**config.mk**
```make
export PLATFORM = sky130hd
export DESIGN_NAME = pipe_stall_ctrl_flat
export DESIGN_NICKNAME = d
export VERILOG_FILES = /design/src/rtl/pipe_stall_ctrl_if.sv /design/src/rtl/pipe_stall_ctrl.sv /design/src/flat_wrapper.sv
export SDC_FILE = /design/constraint.sdc
export NUM_CORES = 1
export LEC_CHECK = 0
export CAP_MARGIN = 10
export CORE_UTILIZATION = 54
export DETAILED_ROUTE_END_ITERATION = 12
export PLACE_DENSITY = 0.95
export SYNTH_ARGS = -nofsm -noshare
export SYNTH_HDL_FRONTEND = slang
export SYNTH_SLANG_ARGS = --single-unit
```
**constraint.sdc**
```tcl
create_clock -name clk -period 5.5 [get_ports clk]
set_input_delay 0.825 -clock clk [delete_from_list [all_inputs] [get_ports clk]]
set_output_delay 0.825 -clock clk [all_outputs]
set_load 0.02 [all_outputs]
```
**src/rtl/pipe_stall_ctrl_if.sv**
```systemverilog
// Multi-cycle EX operation handshake between the EX unit
// and the pipeline stall controller.
interface pipe_stall_ctrl_if #(
    parameter int LEN_W = 6
);
    logic             mc_req_i;
    logic [LEN_W-1:0] mc_len_i;
    logic             mc_cancel_i;
    logic             mc_busy_o;
    logic             mc_done_o;

    modport master (
        output mc_req_i,
        output mc_len_i,
        output mc_cancel_i,
        input  mc_busy_o,
        input  mc_done_o
    );

    modport slave (
        input  mc_req_i,
        input  mc_len_i,
        input  mc_cancel_i,
        output mc_busy_o,
        output mc_done_o
    );
endinterface

```
**src/rtl/pipe_stall_ctrl.sv**
```systemverilog
// Pipeline stall controller: merges ID load-use stalls with
// multi-cycle EX ops and counts frozen cycles.
module pipe_stall_ctrl #(
    parameter int LEN_W  = 6,
    parameter int PERF_W = 16
) (
    input  logic              clk,
    input  logic              rst,
    input  logic              stallreq_id_i,
    input  logic              perf_clr_i,
    pipe_stall_ctrl_if.slave  mc,
    output logic [5:0]        stall_o,
    output logic [PERF_W-1:0] stall_cnt_o
);

    typedef enum logic [1:0] {
        S_IDLE = 2'd0,
        S_RUN  = 2'd1,
        S_DONE = 2'd2
    } state_t;

    localparam logic [5:0] STALL_NONE = 6'b000000;
    localparam logic [5:0] STALL_ID   = 6'b000111;
    localparam logic [5:0] STALL_EX   = 6'b001111;

    localparam logic [LEN_W-1:0]  LEN_ZERO = '0;
    localparam logic [LEN_W-1:0]  LEN_ONE  =
        {{(LEN_W-1){1'b0}}, 1'b1};
    localparam logic [PERF_W-1:0] PERF_ONE =
        {{(PERF_W-1){1'b0}}, 1'b1};

    state_t             state_q, state_d;
    logic [LEN_W-1:0]   cnt_q, cnt_d;
    logic               busy_q, done_q;
    logic [PERF_W-1:0]  perf_q, perf_d;
    logic               ex_stall;
    logic               id_stall;

    // FSM and length counter registers
    always_ff @(posedge clk or negedge rst) begin
        if (!rst) begin
            state_q <= S_IDLE;
            cnt_q   <= '0;
            busy_q  <= 1'b0;
            done_q  <= 1'b0;
        end else begin
            state_q <= state_d;
            cnt_q   <= cnt_d;
            busy_q  <= (state_d == S_RUN);
            done_q  <= (state_d == S_DONE);
        end
    end

    // Next state, counter update and EX stall request
    always_comb begin
        state_d  = state_q;
        cnt_d    = cnt_q;
        ex_stall = 1'b0;
        id_stall = 1'b0;
        unique case (state_q)
            S_IDLE: begin
                id_stall = stallreq_id_i;
                if (mc.mc_cancel_i) begin
                    cnt_d = '0;
                end else if (mc.mc_req_i &&
                             mc.mc_len_i != LEN_ZERO) begin
                    ex_stall = 1'b1;
                    if (mc.mc_len_i == LEN_ONE) begin
                        state_d = S_DONE;
                    end else begin
                        state_d = S_RUN;
                        cnt_d   = mc.mc_len_i - LEN_ONE;
                    end
                end
            end
            S_RUN: begin
                ex_stall = 1'b1;
                if (mc.mc_cancel_i) begin
                    state_d = S_IDLE;
                    cnt_d   = '0;
                end else begin
                    cnt_d = cnt_q - LEN_ONE;
                    if (cnt_q == LEN_ONE) begin
                        state_d = S_DONE;
                    end
                end
            end
            S_DONE: begin
                // EX result lands in ex_mem this cycle
                id_stall = stallreq_id_i;
                state_d  = S_IDLE;
            end
            default: begin
                state_d = S_IDLE;
                cnt_d   = '0;
            end
        endcase
    end

    // Stall vector: EX wins over ID, forced clear in reset
    always_comb begin
        stall_o = STALL_NONE;
        if (!rst) begin
            stall_o = STALL_NONE;
        end else if (ex_stall) begin
            stall_o = STALL_EX;
        end else if (id_stall) begin
            stall_o = STALL_ID;
        end
    end

    // Saturating frozen-cycle count with clear priority
    always_comb begin
        perf_d = perf_q;
        if (perf_clr_i) begin
            perf_d = '0;
        end else if (stall_o[0] && perf_q != '1) begin
            perf_d = perf_q + PERF_ONE;
        end
    end

    // Performance counter register
    always_ff @(posedge clk or negedge rst) begin
        if (!rst) begin
            perf_q <= '0;
        end else begin
            perf_q <= perf_d;
        end
    end

    assign mc.mc_busy_o = busy_q;
    assign mc.mc_done_o = done_q;
    assign stall_cnt_o  = perf_q;

endmodule

```
**src/flat_wrapper.sv**
```systemverilog
// flat-port wrapper written by rule: the top's interface ports become plain ports
module pipe_stall_ctrl_flat 
#(
    parameter int LEN_W  = 6,
    parameter int PERF_W = 16
)
  (clk, rst, stallreq_id_i, perf_clr_i, stall_o, stall_cnt_o, mc_mc_req_i, mc_mc_len_i, mc_mc_cancel_i, mc_mc_busy_o, mc_mc_done_o);
  pipe_stall_ctrl_if #(.LEN_W(LEN_W)) mc_i ();
  input  logic clk;
  input  logic rst;
  input  logic stallreq_id_i;
  input  logic perf_clr_i;
  output logic [5:0] stall_o;
  output logic [PERF_W-1:0] stall_cnt_o;
  input wire logic [$bits(mc_i.mc_req_i)-1:0] mc_mc_req_i;
  input wire logic [$bits(mc_i.mc_len_i)-1:0] mc_mc_len_i;
  input wire logic [$bits(mc_i.mc_cancel_i)-1:0] mc_mc_cancel_i;
  output wire logic [$bits(mc_i.mc_busy_o)-1:0] mc_mc_busy_o;
  output wire logic [$bits(mc_i.mc_done_o)-1:0] mc_mc_done_o;
  assign mc_i.mc_req_i = mc_mc_req_i;
  assign mc_i.mc_len_i = mc_mc_len_i;
  assign mc_i.mc_cancel_i = mc_mc_cancel_i;
  assign mc_mc_busy_o = mc_i.mc_busy_o;
  assign mc_mc_done_o = mc_i.mc_done_o;
  pipe_stall_ctrl #(.LEN_W(LEN_W), .PERF_W(PERF_W)) u_core (.clk(clk), .rst(rst), .stallreq_id_i(stallreq_id_i), .perf_clr_i(perf_clr_i), .mc(mc_i), .stall_o(stall_o), .stall_cnt_o(stall_cnt_o));
endmodule
```
==> results.md <==
- Via count: between 1500 and 2000
- EDFF count, synth: 0
- Critical Path RT: ~4.7 ns
- Pwr Total: between 0.4 and 0.5 mW
- Gpl congestion: around 0.84
- Crit Path Category: in -> out
- Adder-cell share of the synthesized area: under 10%
- Critical path launch point type: input pin
- Combinational Power Share: 27.1%
- Hold Vio Cnt, Final: 0
- Sw power: around 0.15 mW
- Layout area overhead: 21.3%
- Maximum vdd drop: roughly 0.14 mV
- Register area share after synthesis: approximately 39%
- CTS tree: yes
- Measured slew at the worst slew-check pin: around 0.63 ns
- Fin cells: 239
- Port Buffers: 33
- Mux contribution to synthesized area: under 10%
- Netlist cell types: 45
- Crit. End Element: output port
- DIE WIDTH: 57.4 um
- Post-CTS Setup Bufs: 0
- Grt ovf: 0
- Static leakage: around 0.8 nW
- ANT nets after route: 0
- Hold Path Class: reg -> reg
- Clock root cell: clkbuf_4
- Final period demand of the worst path: slightly below 4 ns
- Hold Startpoint: u_core.cnt_q[4]
- Fillers: around 200
- Hpwl dp: approximately 3.1 mm
- Power Density: 221 nW/um^2
- Share of post-route cells with drive strength above 1: under 10%
- Starting Density: between 50% and 60%
- Run status: finished, violations left
- Worst skew pair latency: between 0.3 and 0.4 ns
- Vias in the first global route: between 1500 and 2000
- TNS Setup: 0 ns
- Layout net count: 227
- Hold_buf cts: 0
- Placed insts: ~240
- Io pins: 36
- Seq pwr share: between 50% and 60%
- H-tree depth: 1
- Max Cap Viol: 0
- R2r worst-path depth: 6
- RSZ-0062 raised after global routing: false
- CTS Buf Count: 3
- Worst Hold End: u_core.cnt_q[4]
- WL final: 4.14 mm
- Simple-gate share of the synthesized area: approximately a quarter
- WL/cell: between 15 and 20 um
- Post-Synthesis Cells: 179
- Reg-to-reg endpoint: u_core.stall_cnt_o[12]
- Pins Over Slew Limit: 0
- DRT iter0 DRCs: approximately 120
- Reg-to-reg slack, setup: 3.17 ns
- Post_cts resized: 0
- CTS clk-pin slew, worst paths: about 0.15 ns
- Largest family of logic cells by synthesized area: simple AND/OR/NAND/NOR gates
- Fin Clk Skew: between 0.0008 and 0.0009 ns
- WHS Path Cells: 1
- Peak Freq: about 260 MHz
- Core Rows: 19
- Die H: ~57 um
- Final Cycle Share: between 70% and 80%
- Ant diodes: 0
- Clk pwr share: 22.6%
- Fin Hold WS: around 0.58 ns
- Initial antenna violation count: 0
- Vias per cell: 6.66
- Ys async rst share: 100%
- Pint: around 0.30 mW
- Largest net degree at the start of global routing: 29
- Worst flop-to-flop path startpoint: u_core.stall_cnt_o[0]
- DRC errors left: 3
- CP Max Fanout: 5
- #FFs+latches synth: 26
- Post-synthesis compound-gate area fraction: a little under a fifth
- Crit path DAT: approximately 3 ns
- Failing checks: DRC
- Setup violators final: 0
- Yosys Warn Count: 0
- XOR/XNOR share of the synthesized area: ~4.2%
- Num Clock Sinks: 26
- Avg Inst Size Synth: 9.27 um^2
- Post-synthesis cell area: roughly 1700 um^2
- Max Root-Sink Buffers: 2
- Total global-route track usage: around 27%
- First-pass GRT wire length: 7.05 mm
- Slew margin rel.: between 50% and 60%
- Core ar.: approximately 2800 um^2
- Die area: approximately 3300 um^2
- Main synth FF type: dfrtp_1
- DR pass1 iterations: 10
- Sw frac: between 30% and 40%
## power groups by stage
stage / sequential [mW] / clock [mW] / combinational [mW]
detailed placement: 0.227 / 0 / 0.119
floorplan: 0.224 / 0 / 0.0790
finish: 0.224 / 0.101 / 0.121
global route: 0.226 / 0.110 / 0.134
global placement: 0.225 / 0 / 0.111
CTS: 0.223 / 0.102 / 0.119
## cell usage in the layout (no fill, tap or decap), types with 6 or more instances in the layout
cell,n
a21oi_1,12
or4_1,8
inv_1,7
or3_1,6
dfrtp_1,26
nand3_1,8
nand2_1,7
nand4_1,6
o21ai_0,12
clkdlybuf4s50_1,33
nor2_1,11
o31ai_1,6
ha_1,6
## per-layer routing
metal | global-route usage, % | part of all wire, % | vias to the layer above | routed length (um)
li1 | - | - | 722 | -
met1 | 33.1 | 39 | 759 | 1600
met2 | 46.2 | 51 | 94 | 2120
met3 | 5.22 | 7.4 | 17 | 305
met4 | 13.9 | 2.7 | 0 | 111
met5 | 0 | 0 | - | 0
## cell type report
type | instances | area, um^2 | share of cell area, %
multi-input combinational | 137 | 923 | 45.9
clock buffer | 4 | 36.3 | 1.80
sequential | 26 | 651 | 32.3
inverter | 7 | 26.3 | 1.31
tap | 31 | 38.8 | 1.93
timing repair buffer | 34 | 338 | 16.8
## logic make-up (layout without fill, tap and decap cells)
group | Yosys count | after routing
mux | 4 | 4
buf+inv | 17 | 45
compound gates | 47 | 47
flops | 26 | 26
xor+xnor | 8 | 8
other cells | 1 | 2
simple gates | 70 | 70
fa+ha+maj | 6 | 6
## worst max-delay path by stage
stage                     cells after the start           start          to  slack [ns]
after global placement                        7  mc_mc_len_i[0]  stall_o[0]        1.72
after CTS                                     7  mc_mc_len_i[0]  stall_o[0]        1.60
final                                         7  mc_mc_len_i[0]  stall_o[0]        1.59
after global routing                          7  mc_mc_len_i[0]  stall_o[0]        1.52
after floorplan                               6  mc_mc_len_i[0]  stall_o[1]        2.63
after detailed placement                      7  mc_mc_len_i[0]  stall_o[0]        1.60
## synthesized netlist by cell type (2+ instances only)
cell type / number / share of area [%]
a21oi_1: 12 / 3.6
a22o_1: 3 / 1.6
and2_1: 2 / 0.75
and4_1: 2 / 1.1
buf_2: 2 / 0.60
buf_4: 4 / 1.8
clkbuf_1: 2 / 0.45
dfrtp_1: 26 / 39
ha_1: 6 / 4.5
inv_1: 7 / 1.6
mux2i_1: 3 / 1.8
nand2_1: 7 / 1.6
nand2b_1: 2 / 0.75
nand3_1: 8 / 2.4
nand3_2: 2 / 1.2
nand4_1: 6 / 2.3
nor2_1: 11 / 2.5
nor2b_1: 4 / 1.5
nor3_1: 4 / 1.2
nor3b_1: 2 / 0.90
o211a_1: 2 / 1.2
o21ai_0: 12 / 3.6
o22ai_1: 4 / 1.5
o31ai_1: 6 / 2.7
o41ai_1: 2 / 1.1
or3_1: 6 / 2.3
or4_1: 8 / 3.6
xnor2_1: 4 / 2.1
xor2_1: 4 / 2.1
## registers in the layout, summed over array words and instances (netlist names)
| signal | count |
|---|---|
| u_core.stall_cnt_o | 16 |
| u_core.cnt_q | 6 |
| u_core.state_q | 2 |
| u_core.mc.mc_busy_o | 1 |
| u_core.mc.mc_done_o | 1 |
## worst max-delay path: stages
cell,delay (ns)
clkdlybuf4s50_1,0.54
inv_1,0.10
ha_1,0.27
or3b_1,0.38
o211ai_2,0.12
and2_1,0.21
clkdlybuf4s50_1,0.63
## through the flow
stage                     instance area (um^2)  util, %  setup WS, ns
after CTS                                 2010     71.2          1.60
after global routing                      2010     71.2          1.52
final                                     2010     71.2          1.59
after detailed placement                  1980     69.9          1.60
after floorplan                           1660        -          2.63
after global placement                    1980     69.9          1.72
No activity file was read; power rests on OpenSTA's default activity.
